[config.mk]
export PLATFORM = sky130hd
export DESIGN_NAME = mem_arbiter_v_flat
export DESIGN_NICKNAME = d
export VERILOG_FILES = /design/src/rtl/cpu_pkg.sv /design/src/rtl/mem_arbiter_v_if.sv /design/src/rtl/arb_lat_ctr_v.sv /design/src/rtl/mem_arbiter_v.sv /design/src/flat_wrapper.sv
export SDC_FILE = /design/constraint.sdc
export NUM_CORES = 1
export LEC_CHECK = 0
export ABC_AREA = 1
export ABC_CLOCK_PERIOD_IN_PS = 1250
export BUFFER_PORTS_ARGS = -buffer_cell sky130_fd_sc_hd__buf_2
export CAP_MARGIN = 40
export CELL_PAD_IN_SITES_DETAIL_PLACEMENT = 2
export CELL_PAD_IN_SITES_GLOBAL_PLACEMENT = 2
export CORE_MARGIN = 2
export CORE_UTILIZATION = 10
export CTS_BUF_LIST = sky130_fd_sc_hd__clkbuf_4
export CTS_CLUSTER_SIZE = 24
export DETAILED_ROUTE_END_ITERATION = 10
export PLACE_DENSITY_LB_ADDON = 0.1
export SYNTH_ARGS = -nofsm -noshare
export SYNTH_HDL_FRONTEND = slang
export SYNTH_SLANG_ARGS = --single-unit
[constraint.sdc]
create_clock -name clk -period 1.25 [get_ports clk]
set_input_delay 0.0625 -clock clk [delete_from_list [all_inputs] [get_ports clk]]
set_output_delay 0.0625 -clock clk [all_outputs]
set_load 0.01 [all_outputs]
[src/rtl/cpu_pkg.sv]
// Shared types and defaults for the instruction/data memory arbiter.
// Holds the arbiter state encoding and the latency-counter width.
package cpu_pkg;

    typedef enum logic [1:0] {
        ARB_IDLE   = 2'd0,
        ARB_BUSY_I = 2'd1,
        ARB_BUSY_D = 2'd2
    } arb_state_t;

    localparam int MEM_LATENCY_DEF = 2;
    localparam int STARVE_MAX_DEF  = 4;
    // Wide enough for MEM_LATENCY up to 7.
    localparam int LAT_CNT_W       = 3;

endpackage

[src/rtl/mem_arbiter_v_if.sv]
// Bundle of fetch, data and memory-macro signals around the arbiter.
// The slave modport is the arbiter's view; master is the surrounding pipeline/memory.
interface mem_arbiter_v_if #(
    parameter int ADDR_W = 32,
    parameter int DATA_W = 32
);
    logic              flush;
    logic              if_req;
    logic [ADDR_W-1:0] if_addr;
    logic              if_gnt;
    logic              if_rvalid;
    logic [DATA_W-1:0] if_rdata;
    logic              d_req;
    logic              d_we;
    logic [ADDR_W-1:0] d_addr;
    logic [DATA_W-1:0] d_wdata;
    logic              d_gnt;
    logic              d_rvalid;
    logic [DATA_W-1:0] d_rdata;
    logic              mem_en;
    logic              mem_we;
    logic [ADDR_W-1:0] mem_addr;
    logic [DATA_W-1:0] mem_wdata;
    logic [DATA_W-1:0] mem_rdata;
    logic              busy;

    modport slave (
        input  flush, if_req, if_addr, d_req, d_we, d_addr, d_wdata, mem_rdata,
        output if_gnt, if_rvalid, if_rdata, d_gnt, d_rvalid, d_rdata,
               mem_en, mem_we, mem_addr, mem_wdata, busy
    );

    modport master (
        output flush, if_req, if_addr, d_req, d_we, d_addr, d_wdata, mem_rdata,
        input  if_gnt, if_rvalid, if_rdata, d_gnt, d_rvalid, d_rdata,
               mem_en, mem_we, mem_addr, mem_wdata, busy
    );
endinterface

[src/rtl/arb_lat_ctr_v.sv]
// Latency counter for one memory access: started on the grant cycle,
// it pulses done on the MEM_LATENCY-th cycle after the start.
module arb_lat_ctr_v
    import cpu_pkg::*;
#(
    parameter int MEM_LATENCY = MEM_LATENCY_DEF
) (
    input  logic clk,
    input  logic reset,
    input  logic start,
    output logic done
);
    localparam logic [LAT_CNT_W-1:0] LAST = LAT_CNT_W'(MEM_LATENCY - 1);

    logic                 active_reg;
    logic [LAT_CNT_W-1:0] lat_cnt_reg;

    assign done = active_reg && (lat_cnt_reg == LAST);

    always_ff @(posedge clk) begin
        if (reset) begin
            active_reg  <= 1'b0;
            lat_cnt_reg <= '0;
        end else if (start) begin
            active_reg  <= 1'b1;
            lat_cnt_reg <= '0;
        end else if (active_reg) begin
            if (done) begin
                active_reg  <= 1'b0;
                lat_cnt_reg <= '0;
            end else begin
                lat_cnt_reg <= lat_cnt_reg + LAT_CNT_W'(1);
            end
        end
    end
endmodule

[src/rtl/mem_arbiter_v.sv]
// Arbitrates one single-port memory between instruction fetch and load/store,
// data first with a streak limit so fetch cannot starve; one access in flight.
module mem_arbiter_v
    import cpu_pkg::*;
#(
    parameter int MEM_LATENCY = MEM_LATENCY_DEF,
    parameter int STARVE_MAX  = STARVE_MAX_DEF,
    parameter int ADDR_W      = 32,
    parameter int DATA_W      = 32
) (
    input logic           clk,
    input logic           reset,
    mem_arbiter_v_if.slave bus
);
    localparam int                  STREAK_W   = $clog2(STARVE_MAX + 1);
    localparam logic [STREAK_W-1:0] STREAK_SAT = STREAK_W'(STARVE_MAX);

    arb_state_t          state_reg, state_next;
    logic                drop_reg;
    logic                store_reg;
    logic [STREAK_W-1:0] streak_reg;
    logic                if_gnt_c, d_gnt_c, lat_done;
    logic                if_rvalid_c, d_rvalid_c;
    logic [ADDR_W-1:0]   addr_mux;
    logic [DATA_W-1:0]   wdata_mux;

    arb_lat_ctr_v #(.MEM_LATENCY(MEM_LATENCY)) u_lat_ctr (
        .clk   (clk),
        .reset (reset),
        .start (if_gnt_c || d_gnt_c),
        .done  (lat_done)
    );

    always_ff @(posedge clk) begin
        if (reset) state_reg <= ARB_IDLE;
        else       state_reg <= state_next;
    end

    always_comb begin
        state_next = state_reg;
        if_gnt_c   = 1'b0;
        d_gnt_c    = 1'b0;
        case (state_reg)
            ARB_IDLE: begin
                // Grants are combinational from the requests; reset masks them.
                if (!reset) begin
                    if (bus.d_req && (!bus.if_req || streak_reg < STREAK_SAT)) begin
                        d_gnt_c    = 1'b1;
                        state_next = ARB_BUSY_D;
                    end else if (bus.if_req && !bus.flush) begin
                        if_gnt_c   = 1'b1;
                        state_next = ARB_BUSY_I;
                    end
                end
            end
            ARB_BUSY_I, ARB_BUSY_D: begin
                if (lat_done) state_next = ARB_IDLE;
            end
            default: state_next = ARB_IDLE;
        endcase
    end

    always_ff @(posedge clk) begin
        if (reset) begin
            drop_reg   <= 1'b0;
            store_reg  <= 1'b0;
            streak_reg <= '0;
        end else begin
            if (d_gnt_c) store_reg <= bus.d_we;

            if (lat_done)                                    drop_reg <= 1'b0;
            else if (state_reg == ARB_BUSY_I && bus.flush)   drop_reg <= 1'b1;

            if (if_gnt_c) begin
                streak_reg <= '0;
            end else if (d_gnt_c) begin
                if (!bus.if_req)                  streak_reg <= '0;
                else if (streak_reg != STREAK_SAT) streak_reg <= streak_reg + STREAK_W'(1);
            end
        end
    end

    // A flush landing on the completion cycle also cancels the fetch.
    assign if_rvalid_c = !reset && (state_reg == ARB_BUSY_I) && lat_done
                         && !drop_reg && !bus.flush;
    assign d_rvalid_c  = !reset && (state_reg == ARB_BUSY_D) && lat_done;

    assign addr_mux  = d_gnt_c ? bus.d_addr  : (if_gnt_c ? bus.if_addr : '0);
    assign wdata_mux = d_gnt_c ? bus.d_wdata : '0;

    assign bus.if_gnt    = if_gnt_c;
    assign bus.d_gnt     = d_gnt_c;
    assign bus.mem_en    = if_gnt_c || d_gnt_c;
    assign bus.mem_we    = d_gnt_c && bus.d_we;
    assign bus.mem_addr  = addr_mux;
    assign bus.mem_wdata = wdata_mux;
    assign bus.if_rvalid = if_rvalid_c;
    assign bus.d_rvalid  = d_rvalid_c;
    assign bus.if_rdata  = if_rvalid_c ? bus.mem_rdata : '0;
    assign bus.d_rdata   = (d_rvalid_c && !store_reg) ? bus.mem_rdata : '0;
    assign bus.busy      = !reset && (state_reg != ARB_IDLE);
endmodule

[src/flat_wrapper.sv]
// flat-port wrapper written by rule: the top's interface ports become plain ports
module mem_arbiter_v_flat import cpu_pkg::*;
#(
    parameter int MEM_LATENCY = MEM_LATENCY_DEF,
    parameter int STARVE_MAX  = STARVE_MAX_DEF,
    parameter int ADDR_W      = 32,
    parameter int DATA_W      = 32
)
  (clk, reset, bus_flush, bus_if_req, bus_if_addr, bus_d_req, bus_d_we, bus_d_addr, bus_d_wdata, bus_mem_rdata, bus_if_gnt, bus_if_rvalid, bus_if_rdata, bus_d_gnt, bus_d_rvalid, bus_d_rdata, bus_mem_en, bus_mem_we, bus_mem_addr, bus_mem_wdata, bus_busy);
  mem_arbiter_v_if #(.ADDR_W(ADDR_W), .DATA_W(DATA_W)) bus_i ();
  input logic clk;
  input logic reset;
  input wire logic [$bits(bus_i.flush)-1:0] bus_flush;
  input wire logic [$bits(bus_i.if_req)-1:0] bus_if_req;
  input wire logic [$bits(bus_i.if_addr)-1:0] bus_if_addr;
  input wire logic [$bits(bus_i.d_req)-1:0] bus_d_req;
  input wire logic [$bits(bus_i.d_we)-1:0] bus_d_we;
  input wire logic [$bits(bus_i.d_addr)-1:0] bus_d_addr;
  input wire logic [$bits(bus_i.d_wdata)-1:0] bus_d_wdata;
  input wire logic [$bits(bus_i.mem_rdata)-1:0] bus_mem_rdata;
  output wire logic [$bits(bus_i.if_gnt)-1:0] bus_if_gnt;
  output wire logic [$bits(bus_i.if_rvalid)-1:0] bus_if_rvalid;
  output wire logic [$bits(bus_i.if_rdata)-1:0] bus_if_rdata;
  output wire logic [$bits(bus_i.d_gnt)-1:0] bus_d_gnt;
  output wire logic [$bits(bus_i.d_rvalid)-1:0] bus_d_rvalid;
  output wire logic [$bits(bus_i.d_rdata)-1:0] bus_d_rdata;
  output wire logic [$bits(bus_i.mem_en)-1:0] bus_mem_en;
  output wire logic [$bits(bus_i.mem_we)-1:0] bus_mem_we;
  output wire logic [$bits(bus_i.mem_addr)-1:0] bus_mem_addr;
  output wire logic [$bits(bus_i.mem_wdata)-1:0] bus_mem_wdata;
  output wire logic [$bits(bus_i.busy)-1:0] bus_busy;
  assign bus_i.flush = bus_flush;
  assign bus_i.if_req = bus_if_req;
  assign bus_i.if_addr = bus_if_addr;
  assign bus_i.d_req = bus_d_req;
  assign bus_i.d_we = bus_d_we;
  assign bus_i.d_addr = bus_d_addr;
  assign bus_i.d_wdata = bus_d_wdata;
  assign bus_i.mem_rdata = bus_mem_rdata;
  assign bus_if_gnt = bus_i.if_gnt;
  assign bus_if_rvalid = bus_i.if_rvalid;
  assign bus_if_rdata = bus_i.if_rdata;
  assign bus_d_gnt = bus_i.d_gnt;
  assign bus_d_rvalid = bus_i.d_rvalid;
  assign bus_d_rdata = bus_i.d_rdata;
  assign bus_mem_en = bus_i.mem_en;
  assign bus_mem_we = bus_i.mem_we;
  assign bus_mem_addr = bus_i.mem_addr;
  assign bus_mem_wdata = bus_i.mem_wdata;
  assign bus_busy = bus_i.busy;
  mem_arbiter_v #(.MEM_LATENCY(MEM_LATENCY), .STARVE_MAX(STARVE_MAX), .ADDR_W(ADDR_W), .DATA_W(DATA_W)) u_core (.clk(clk), .reset(reset), .bus(bus_i));
endmodule
Word level (Yosys, flattened, before mapping)
Cells that the tools add are included.
{ "classes": {"n_addsub": 2, "magnitude_cmp": 1, "eq_ne": 7, "n_mux": 22, "reduce_logical": 28} }
{ "ops": {"columns": ["cell", "count"], "rows": [
  ["32-bit two-way mux", 5],
  ["1-bit logical AND", 13],
  ["1-bit two-way mux", 10],
  ["3-bit two-way mux", 3],
  ["2-bit OR reduction", 4],
  ["3-bit by 1-bit adder with 3-bit output (second input constant)", 2],
  ["2-bit two-way mux", 3],
  ["1-bit logical NOT", 5],
  ["2-bit by 1-bit inequality test with 1-bit output (second input constant)", 2],
  ["2-bit case mux with 2 select lines", 1],
  ["2-bit AND reduction", 2],
  ["3-bit by 1-bit equality test with 1-bit output (second input constant)", 1],
  ["3-bit less-than comparator (second input constant)", 1],
  ["3-bit by 1-bit inequality test with 1-bit output (second input constant)", 1],
  ["3-bit inequality test (second input constant)", 1],
  ["2-bit by 1-bit equality test with 1-bit output (second input constant)", 1],
  ["2-bit equality test (second input constant)", 1],
  ["2-bit logical NOT", 1],
  ["1-bit logical OR", 2],
  ["2-bit nonzero test", 1]
]} }
{ "totals": {"register_bits": 11, "wordCells": 66} }

Longest topological paths before layout
Gate-level depths: netlist (run 1).
{ "depth": {"depth_word": 8, "mapped_depth": 9, "mapped_depth_nobuf": 8} }

By module
A second synthesis (run 1) with hierarchy kept.
{ "hier_totals": {"hier_cells": 376, "area_unflattened_um2": 1943.1} }
{ "by_module_without_submodules": {"columns": ["module", "instances", "cells_per_inst", "area_per_inst_um2", "seq_area_each_um2"], "rows": [
  ["mem_arbiter_v", 1, 349, 1732.9, 140.1],
  ["arb_lat_ctr_v", 1, 27, 210.2, 80.1]
]} }

Least setup slack after synthesis (run 1)
Ideal clock, no wire load.
{ "synth_path": {"path_type": "reg2out", "from": "register u_core.u_lat_ctr.lat_cnt_reg[0]", "to": "output port bus_d_rdata[12]", "arrival_time_ps": 1249, "required_ps": 1188, "setup_slack_ps": -61, "stages_incl_launch_ff": 7, "path_buffers": 1, "cell_sequence": "dfxtp_1 > ha_1 > nand3_4 > nor2_4 > nand2_2 > buf_6 > nor2_1"} }
{ "synth_via": {"elab_chain_cells": 5} }
{ "synth_rtl": {"columns": ["element", "line", "text"], "rows": [
  ["from (decl)", "arb_lat_ctr_v.sv:16", "logic [LAT_CNT_W-1:0] lat_cnt_reg;"],
  ["from (signal assigned)", "arb_lat_ctr_v.sv:32", "lat_cnt_reg <= lat_cnt_reg + LAT_CNT_W'(1);"],
  ["3-bit by 1-bit equality test with 1-bit output", "arb_lat_ctr_v.sv:18", "assign done = active_reg && (lat_cnt_reg == LAST);"],
  ["1-bit logical AND", "arb_lat_ctr_v.sv:18", null],
  ["1-bit logical AND", "mem_arbiter_v.sv:86", "assign d_rvalid_c = !reset && (state_reg == ARB_BUSY_D) && lat_done;"],
  ["net bus_d_rvalid", "flat_wrapper.sv:25", "output wire logic [$bits(bus_i.d_rvalid)-1:0] bus_d_rvalid;"],
  ["1-bit logical AND", "mem_arbiter_v.sv:100", "assign bus.d_rdata = (d_rvalid_c && !store_reg) ? bus.mem_rdata : '0;"],
  ["32-bit two-way mux", "mem_arbiter_v.sv:100", null],
  ["to (decl)", "flat_wrapper.sv:26", "output wire logic [$bits(bus_i.d_rdata)-1:0] bus_d_rdata;"]
]} }
The timed path passes the listed nets, and every way through them passes these cells.

Final worst setup path (run 1)
{ "layout_path": {"from": "register u_core.state_reg[0]", "to": "output port bus_d_rdata[29]"} }
{ "layout_via": {"elab_chain_cells": 5} }
{ "layout_rtl": {"columns": ["element", "line", "text"], "rows": [
  ["from (decl)", "mem_arbiter_v.sv:18", "arb_state_t state_reg, state_next;"],
  ["from (signal assigned)", "mem_arbiter_v.sv:36", "else state_reg <= state_next;"],
  ["2-bit equality test", "mem_arbiter_v.sv:86", null],
  ["1-bit logical AND (2 in series)", "mem_arbiter_v.sv:86", null],
  ["1-bit logical AND", "mem_arbiter_v.sv:100", null],
  ["32-bit two-way mux", "mem_arbiter_v.sv:100", null]
]} }
Every way passes these cells.

==> results of run 1 <==
[critical path: stages (launching register included)]
cell                        delay [ps]
sky130_fd_sc_hd__dfxtp_2           350
sky130_fd_sc_hd__inv_2              80
sky130_fd_sc_hd__ha_1              160
sky130_fd_sc_hd__nand2_2            70
sky130_fd_sc_hd__nor2_4            180
sky130_fd_sc_hd__nand2_8           110
sky130_fd_sc_hd__clkbuf_16         190
sky130_fd_sc_hd__nor2_2             70
sky130_fd_sc_hd__buf_2             140
[power by group through the flow]
stage / Clock (mW) / Sequential, mW / Combinational, mW
floorplan: 0 / 0.396 / 0.465
global placement: 0 / 0.396 / 0.988
detailed placement: 0 / 0.399 / 1.01
CTS: 0.283 / 0.397 / 1.09
global route: 0.295 / 0.401 / 1.23
finish: 0.266 / 0.398 / 1.10
[placed cells by master, fill, tap and decap left out, types with 2 or more instances in the layout]
cell | netlist | routed
sky130_fd_sc_hd__buf_2 | 4 | 258
sky130_fd_sc_hd__nand2_1 | 125 | 119
sky130_fd_sc_hd__inv_1 | 82 | 78
sky130_fd_sc_hd__nor2_1 | 89 | 74
sky130_fd_sc_hd__nor2_2 | 17 | 24
sky130_fd_sc_hd__buf_4 | 3 | 19
sky130_fd_sc_hd__buf_6 | 10 | 13
sky130_fd_sc_hd__nor2_4 | 2 | 10
sky130_fd_sc_hd__buf_12 | 0 | 8
sky130_fd_sc_hd__nand2_2 | 2 | 7
sky130_fd_sc_hd__a21oi_1 | 8 | 7
sky130_fd_sc_hd__dfxtp_1 | 11 | 7
sky130_fd_sc_hd__inv_2 | 3 | 5
sky130_fd_sc_hd__ha_1 | 7 | 4
sky130_fd_sc_hd__dfxtp_2 | 0 | 4
sky130_fd_sc_hd__clkbuf_4 | 0 | 3
sky130_fd_sc_hd__clkbuf_16 | 0 | 3
sky130_fd_sc_hd__a21oi_2 | 1 | 2
sky130_fd_sc_hd__inv_4 | 0 | 2
sky130_fd_sc_hd__nand3_2 | 0 | 2
sky130_fd_sc_hd__ha_4 | 0 | 2
[stage by stage]
step / utilization / setup slack, ps / area, µm² / power, mW
2_1_floorplan: - / -22.6 / 1920 / 0.861
5_1_grt: 0.223 / -533 / 4040 / 1.93
6_report: 0.223 / -440 / 4040 / 1.76
3_3_place_gp: 0.202 / -132 / 3660 / 1.38
3_5_place_dp: 0.202 / -212 / 3660 / 1.41
4_1_cts: 0.216 / -468 / 3910 / 1.77
[routing by layer]
metal / track usage / vias up
met5: 0 / -
met1: 0.107 / 1513
met4: 0.0112 / 0
met3: 0.0325 / 6
met2: 0.242 / 120
li1: - / 1628
[cell type report]
cell class,count,area [µm²],share of cell area
Timing Repair Buffer,303,1860,0.460
Multi-Input combinational cell,260,1310,0.323
Inverter,86,333,0.0825
Tap cell,229,287,0.0710
Sequential cell,11,225,0.0558
Clock buffer,3,22.5,0.00558
Clock inverter,1,5.00,0.00124
[repair_timing]
action | CTS | global route
setup endpoints to repair | 145 | 145
setup buffers | 4 | 4
resized for setup | 37 | 9
cloned | 2 | 4
pin swaps | 1 | 4
[logic make-up after synthesis]
logic type,Yosys count
buffers and inverters,103
flip-flops,11
adder cells (fa/ha/maj),7
AO/OA/AOI/OAI,10
XOR/XNOR,1
multiplexers,1
AND/OR/NAND/NOR,241
[worst paths after layout]
| path | slack (ps) | to | startpoint | depth (start not counted) |
|---|---|---|---|---|
| max reg2reg | -130 | u_core.store_reg$_SDFFE_PP0N_ | u_core.state_reg[0]$_SDFFE_PP0P_ | 9 |
| min | 40 | u_core.store_reg$_SDFFE_PP0N_ | bus_d_we | 3 |
| min reg2reg | 480 | u_core.store_reg$_SDFFE_PP0N_ | u_core.store_reg$_SDFFE_PP0N_ | 2 |
| max | -440 | bus_d_rdata[29] | u_core.state_reg[0]$_SDFFE_PP0P_ | 8 |
==> implementation parameters, run 1 <==
Parameter                              Value

Outcome
  Result of the run ... complete, but fails checks
  Violations in the final reports ... negative setup slack

Pwr
  Sequential share of power ... 0.226
  Clock network power share ... 0.151
  Peak ir drop on the vdd network ... 0.000175 V
  P_sw ... 0.743 mW
  Switching power share of the total ... 0.422
  Internal Pwr Total ... 1.02 mW
  Power density over the cells ... 437 nW/µm²
  Gate power share ... 0.623
  Leakage ... 2.68 nW

Detailed routing
  Total number of vias ... 3,267
  Final antenna-violating net count ... 0
  Highest metal layer with signal wires ... met4
  Detailed-route DRC error count ... 0
  Vias per inst ... 3.66
  Routed WL per cell ... 13.4 µm
  Wire length reported by the detailed router ... 12,000 µm
  Post-Route M1 WL ... 4090 µm
  DRC violation total after the first TritonRoute iteration ... 25
  Amount of wire on met2 after detailed routing ... 6900 µm
  First-pass DRT Iterations ... 4
  Met3 wire len ... 912 µm

Placement
  HPWL after DPL ... 10,200 µm
  Inst Count DP ... 877
  Last weighted congestion value of the routability-driven placer ... 0.759
  Number of port buffers ... 268

Yosys
  Syn nets ... 515
  Syn. warnings ... 0
  Post-synthesis simple-gate area fraction ... 0.536
  Largest family of logic cells by synthesized area ... simple AND/OR/NAND/NOR gates
  Adder-cell share of the synthesized area ... 0.0472
  Post-synthesis sequential element count ... 11
  Average cell area after synthesis ... 4.96 µm²
  Sequential element share of the synthesized area ... 0.119
  Post-synthesis instance area ... 1860 µm²
  Post-synthesis xor/xnor area fraction ... 0.00472
  Top cells by area, synth ... sky130_fd_sc_hd__nand2_1, sky130_fd_sc_hd__nor2_1, sky130_fd_sc_hd__inv_1
  Asr flop ratio synth ... 0
  Top cell type's share of synthesized area ... 0.253
  Synth Instances ... 374
  Most frequent cells after synthesis ... sky130_fd_sc_hd__nand2_1, sky130_fd_sc_hd__nor2_1, sky130_fd_sc_hd__inv_1
  Most area-hungry cell type in the Yosys netlist ... sky130_fd_sc_hd__nand2_1
  Multiplexer share of the synthesized area ... 0.00539
  EDFF count, synth ... 0
  Main synth FF type ... sky130_fd_sc_hd__dfxtp_1
  Share of the synthesized area in compound gates (AO/OA/AOI/OAI) ... 0.0296
  Count leader, synth ... sky130_fd_sc_hd__nand2_1
  Yosys cell types ... 22

Final layout
  Diodes inserted ... 0
  Number of cells in the finished layout apart from fillers ... 893
  Final nets ... 806
  Fraction of layout instances using a drive strength above 1 ... 0.557
  Filler instances ... 2,267
  Area Overhead vs Synth ... 117%

Timing
  Worst Clk Skew ... 1.25 ps
  Worst Hold Slack ... 36.6 ps
  Post-route fraction of the period consumed by the critical path ... 1.35
  Final worst slack ... -440 ps
  RSZ-0062 raised after global routing ... true
  Max Freq ... 592 MHz
  Min cycle time layout ... 1690 ps
  Final max-slew violation count ... 0
  Accumulated negative setup slack ... -51,730 ps
  Actual slew at the worst max-slew pin ... 162 ps
  Setup violators final ... 143
  Final Hold Fails ... 0
  Max-slew headroom at the worst pin ... 0.892

Global routing
  Global-route wire length before repair ... 18,100 µm
  Maximum number of pins on one net before global-route repair ... 33
  Initial antenna violation count ... 0
  Number of global-route vias before repair ... 3,619
  Total congestion overflow ... 0
  GRT Util Overall ... 0.113

Floorplan
  I/O pin cnt ... 269
  Placement Rows ... 49
  Starting density of the core ... 0.103
  Total core area ... 18,100 µm²
  Die X-Extent ... 140 µm
  Die Outline Area ... 19,700 µm²
  Die outline height ... 140 µm

Clock network
  Root Buffer Master ... sky130_fd_sc_hd__clkbuf_4
  Clock latency at the later pin of the worst-skew pair ... 280 ps
  Clock-pin slew reported for the worst setup and hold paths after clock tree synthesis ... 80 ps
  Number of buffers on the longest clock path ... 2
  CTS Sinks ... 11
  Number of CTS-inserted buffers ... 3
  TritonCTS clock tree ... done
  H-tree levels ... 1
  Post-cts hold buffer count ... 0

Worst setup path
  Required time at the worst-slack endpoint ... 1190 ps
  Kind of end point of the critical path ... output pin
  Type of the worst setup path ... register to output pin
  Crit-path max FO ... 6
  Crit start category ... register
  Crit path DAT ... 1630 ps

Min path
  Class of the worst hold path ... input pin to register

Run
  Max Cap Viol ... 0
(Power assumes the default switching activity.)
==> run 2, diff against run 1 <==
ABC_CLOCK_PERIOD_IN_PS = 2050   (was 1250)
CORE_UTILIZATION = 12   (was 10)
RECOVER_POWER = 100   (was unset)
clock period = 2.05 ns   (was 1.25 ns; I/O delays follow)
==> run 2 against run 1 <==
The run now ends clean. Critical path depth is the same. Total power decreased by 47%. Design area decreased by 19%. Register-to-register slack improved by 660 ps. Global-route usage is 0.25 points higher. Sequential cell count unchanged. Worst hold slack better by 53 ps. Routed wire length shrank 13%. Non-clock buffer count down 31. Final cell count decreased by 8.1%. Largest power group unchanged.
==> implementation parameters, run 2 (same netlist as run 1, synthesis figures left out) <==
Parameter                              Value

Outcome
  Result of the run ... completed

Final layout
  Final nets ... 775 (-3.8%)
  Most common library cell in the layout ignoring fill and taps ... sky130_fd_sc_hd__buf_2
  Diodes inserted ... 0 (unchanged)
  Fraction of layout instances using a drive strength above 1 ... 0.354 (-0.203)
  Area Overhead vs Synth ... 76.2%
  Filler instances ... 2,014 (-11%)
  Multi-input gate area ... 1150 µm² (-12%)
  Register area ... 220 µm² (-2.2%)
  Number of cells in the finished layout apart from fillers ... 821 (-8.1%)
  Commonest cells after routing, fill and taps aside ... sky130_fd_sc_hd__buf_2, sky130_fd_sc_hd__nand2_1, sky130_fd_sc_hd__nor2_1

Worst setup path
  Cell type with the highest occurrence count on the critical path ... sky130_fd_sc_hd__nand2_1
  Crit start category ... register
  Startpoint of the worst-slack reg-to-reg timing path ... u_core.state_reg[0]$_SDFFE_PP0P_
  Delay of the slowest cell on the worst path ... 330 ps (-20 ps)
  Required time at the worst-slack endpoint ... 1950 ps (+760 ps)
  Type of the worst setup path ... register to output pin
  Cell type of the slowest stage on the worst timing path ... sky130_fd_sc_hd__dfxtp_1
  Kind of end point of the critical path ... output pin
  Launch point of the worst path ... u_core.state_reg[1]$_SDFFE_PP0P_
  Top cell family by delay on the critical path ... buffers and inverters
  Crit-path cells ... inv_1 > ha_1 > nand4_2 > inv_4 > buf_12 > nand2_1 > nand2_1 > clkbuf_1
  Crit-path max FO ... 26 (+20)
  Worst path bufs/invs ... 4 (+1)
  Crit path DAT ... 1790 ps (+160 ps)

Timing
  Worst Hold Slack ... 89.6 ps (+53.0 ps)
  Max-slew headroom at the worst pin ... 0.798 (-0.0938)
  Accumulated negative setup slack ... 0 ps (+51,730 ps)
  Min cycle time layout ... 1890 ps
  Max Freq ... 528 MHz
  Setup violators final ... 0 (-100%)
  Worst Clk Skew ... 1.47 ps (+0.218 ps)
  Final Hold Fails ... 0 (unchanged)
  RSZ-0062 raised after global routing ... false
  Final max-slew violation count ... 0 (unchanged)
  Post-route fraction of the period consumed by the critical path ... 0.923
  Actual slew at the worst max-slew pin ... 303 ps (+141 ps)

Min path
  Class of the worst hold path ... input pin to register
  Hold Startpoint ... reset

Pwr
  Internal Pwr Total ... 0.531 mW (-48%)
  Leakage ... 2.09 nW (-22%)
  P_sw ... 0.397 mW (-47%)
  Peak ir drop on the vdd network ... 0.0000857 V (-51%)
  Sequential share of power ... 0.258 (+0.032)
  Gate power share ... 0.559 (-0.064)
  Power density over the cells ... 284 nW/µm² (-35%)
  Switching power share of the total ... 0.428 (+0.00617)
  Clock network power share ... 0.183 (+0.032)

Floorplan
  Placement Rows ... 45 (-8.2%)
  Total core area ... 15,100 µm² (-16%)
  Die Outline Area ... 16,500 µm² (-16%)
  I/O pin cnt ... 269 (unchanged)
  Die X-Extent ... 128 µm (-8.5%)
  Die outline height ... 128 µm (-8.5%)
  Starting density of the core ... 0.123 (+0.0199)

Placement
  HPWL after DPL ... 9130 µm (-10%)
  Last weighted congestion value of the routability-driven placer ... 0.732 (-3.6%)
  Inst Count DP ... 817 (-6.8%)
  Number of port buffers ... 268 (unchanged)

Clock network
  TritonCTS clock tree ... done
  Clock latency at the later pin of the worst-skew pair ... 270 ps (about the same)
  Root Buffer Master ... sky130_fd_sc_hd__clkbuf_4
  Number of CTS-inserted buffers ... 3 (unchanged)
  Number of setup buffers added after CTS ... 0 (-4)
  CTS Sinks ... 11 (unchanged)
  Number of buffers on the longest clock path ... 2 (unchanged)
  Clock-pin slew reported for the worst setup and hold paths after clock tree synthesis ... 80 ps (about the same)
  Post-cts hold buffer count ... 0 (unchanged)
  H-tree levels ... 1 (unchanged)

Detailed routing
  Routed WL per cell ... 12.7 µm (-5.1%)
  Detailed-route DRC error count ... 0 (unchanged)
  Total number of vias ... 3,163 (-3.2%)
  DRC violation total after the first TritonRoute iteration ... 38 (+52%)
  Wire length reported by the detailed router ... 10,500 µm (-13%)
  Final antenna-violating net count ... 0 (unchanged)
  First-pass DRT Iterations ... 3 (-1)
  Vias per inst ... 3.85 (+5.3%)

Global routing
  Initial antenna violation count ... 1 (+1)
  Global-route wire length before repair ... 15,500 µm (-14%)
  Maximum number of pins on one net before global-route repair ... 41 (+24%)
  GRT Util Overall ... 0.115 (+0.00255)
  Total congestion overflow ... 0 (unchanged)
  Number of global-route vias before repair ... 3,174 (-12%)

Run
  Max Cap Viol ... 0 (unchanged)
## run 2: cell types whose count changed in the layout (fill, tap and decap cells not counted), sizes merged
cell,before,now
buf,300,151
clkbuf,6,125
clkinv,2,0
inv,85,86
## run 2: worst paths after layout
kind / slack [ps] / to / cells after the start
worst max-delay path: 160 / bus_mem_addr[12] / 8
worst min-delay path: 90 / u_core.store_reg$_SDFFE_PP0N_ / 2
worst max register to register: 530 / u_core.u_lat_ctr.lat_cnt_reg[0]$_SDFFE_PP0P_ / 6
worst min register to register: 480 / u_core.store_reg$_SDFFE_PP0N_ / 2
## run 2: layout make-up
type / instances / area share
sequential: 11 / 0.0673
tap: 188 / 0.0719
clock buffer: 4 / 0.00918
inverter: 86 / 0.102
timing repair buffer: 272 / 0.398
multi-input combinational: 260 / 0.352
## run 2: per-stage QoR
step	util	power [mW]	worst slack (ps)	instance area, µm²
final	0.216	0.929	157	3270
after global routing	0.216	1.03	9.73	3270
after CTS	0.223	0.974	80.2	3380
after detailed placement	0.221	0.791	182	3350
after global placement	0.221	0.773	258	3350
after floorplan	-	0.518	699	1860
## run 2: power groups by stage
stage | logic (mW) | registers [mW] | clock network [mW]
final | 0.519 | 0.240 | 0.170
after global routing | 0.592 | 0.242 | 0.196
after CTS | 0.548 | 0.240 | 0.185
after detailed placement | 0.546 | 0.245 | 0
after global placement | 0.529 | 0.244 | 0
after floorplan | 0.276 | 0.242 | 0
## run 2: timing repair
| action | in CTS | in global routing |
|---|---|---|
| cloned | 0 | 0 |
| endpoints found under the setup margin | 33 | 35 |
| resized for setup | 1 | 5 |
## run 2: metal layers
| layer | up-vias | part of all wire | track usage |
|---|---|---|---|
| met1 | 1433 | 0.37 | 0.124 |
| met3 | 6 | 0.11 | 0.0341 |
| li1 | 1557 | - | - |
| met5 | - | 0.0012 | 0 |
| met2 | 165 | 0.51 | 0.225 |
| met4 | 2 | 0.0076 | 0.0194 |
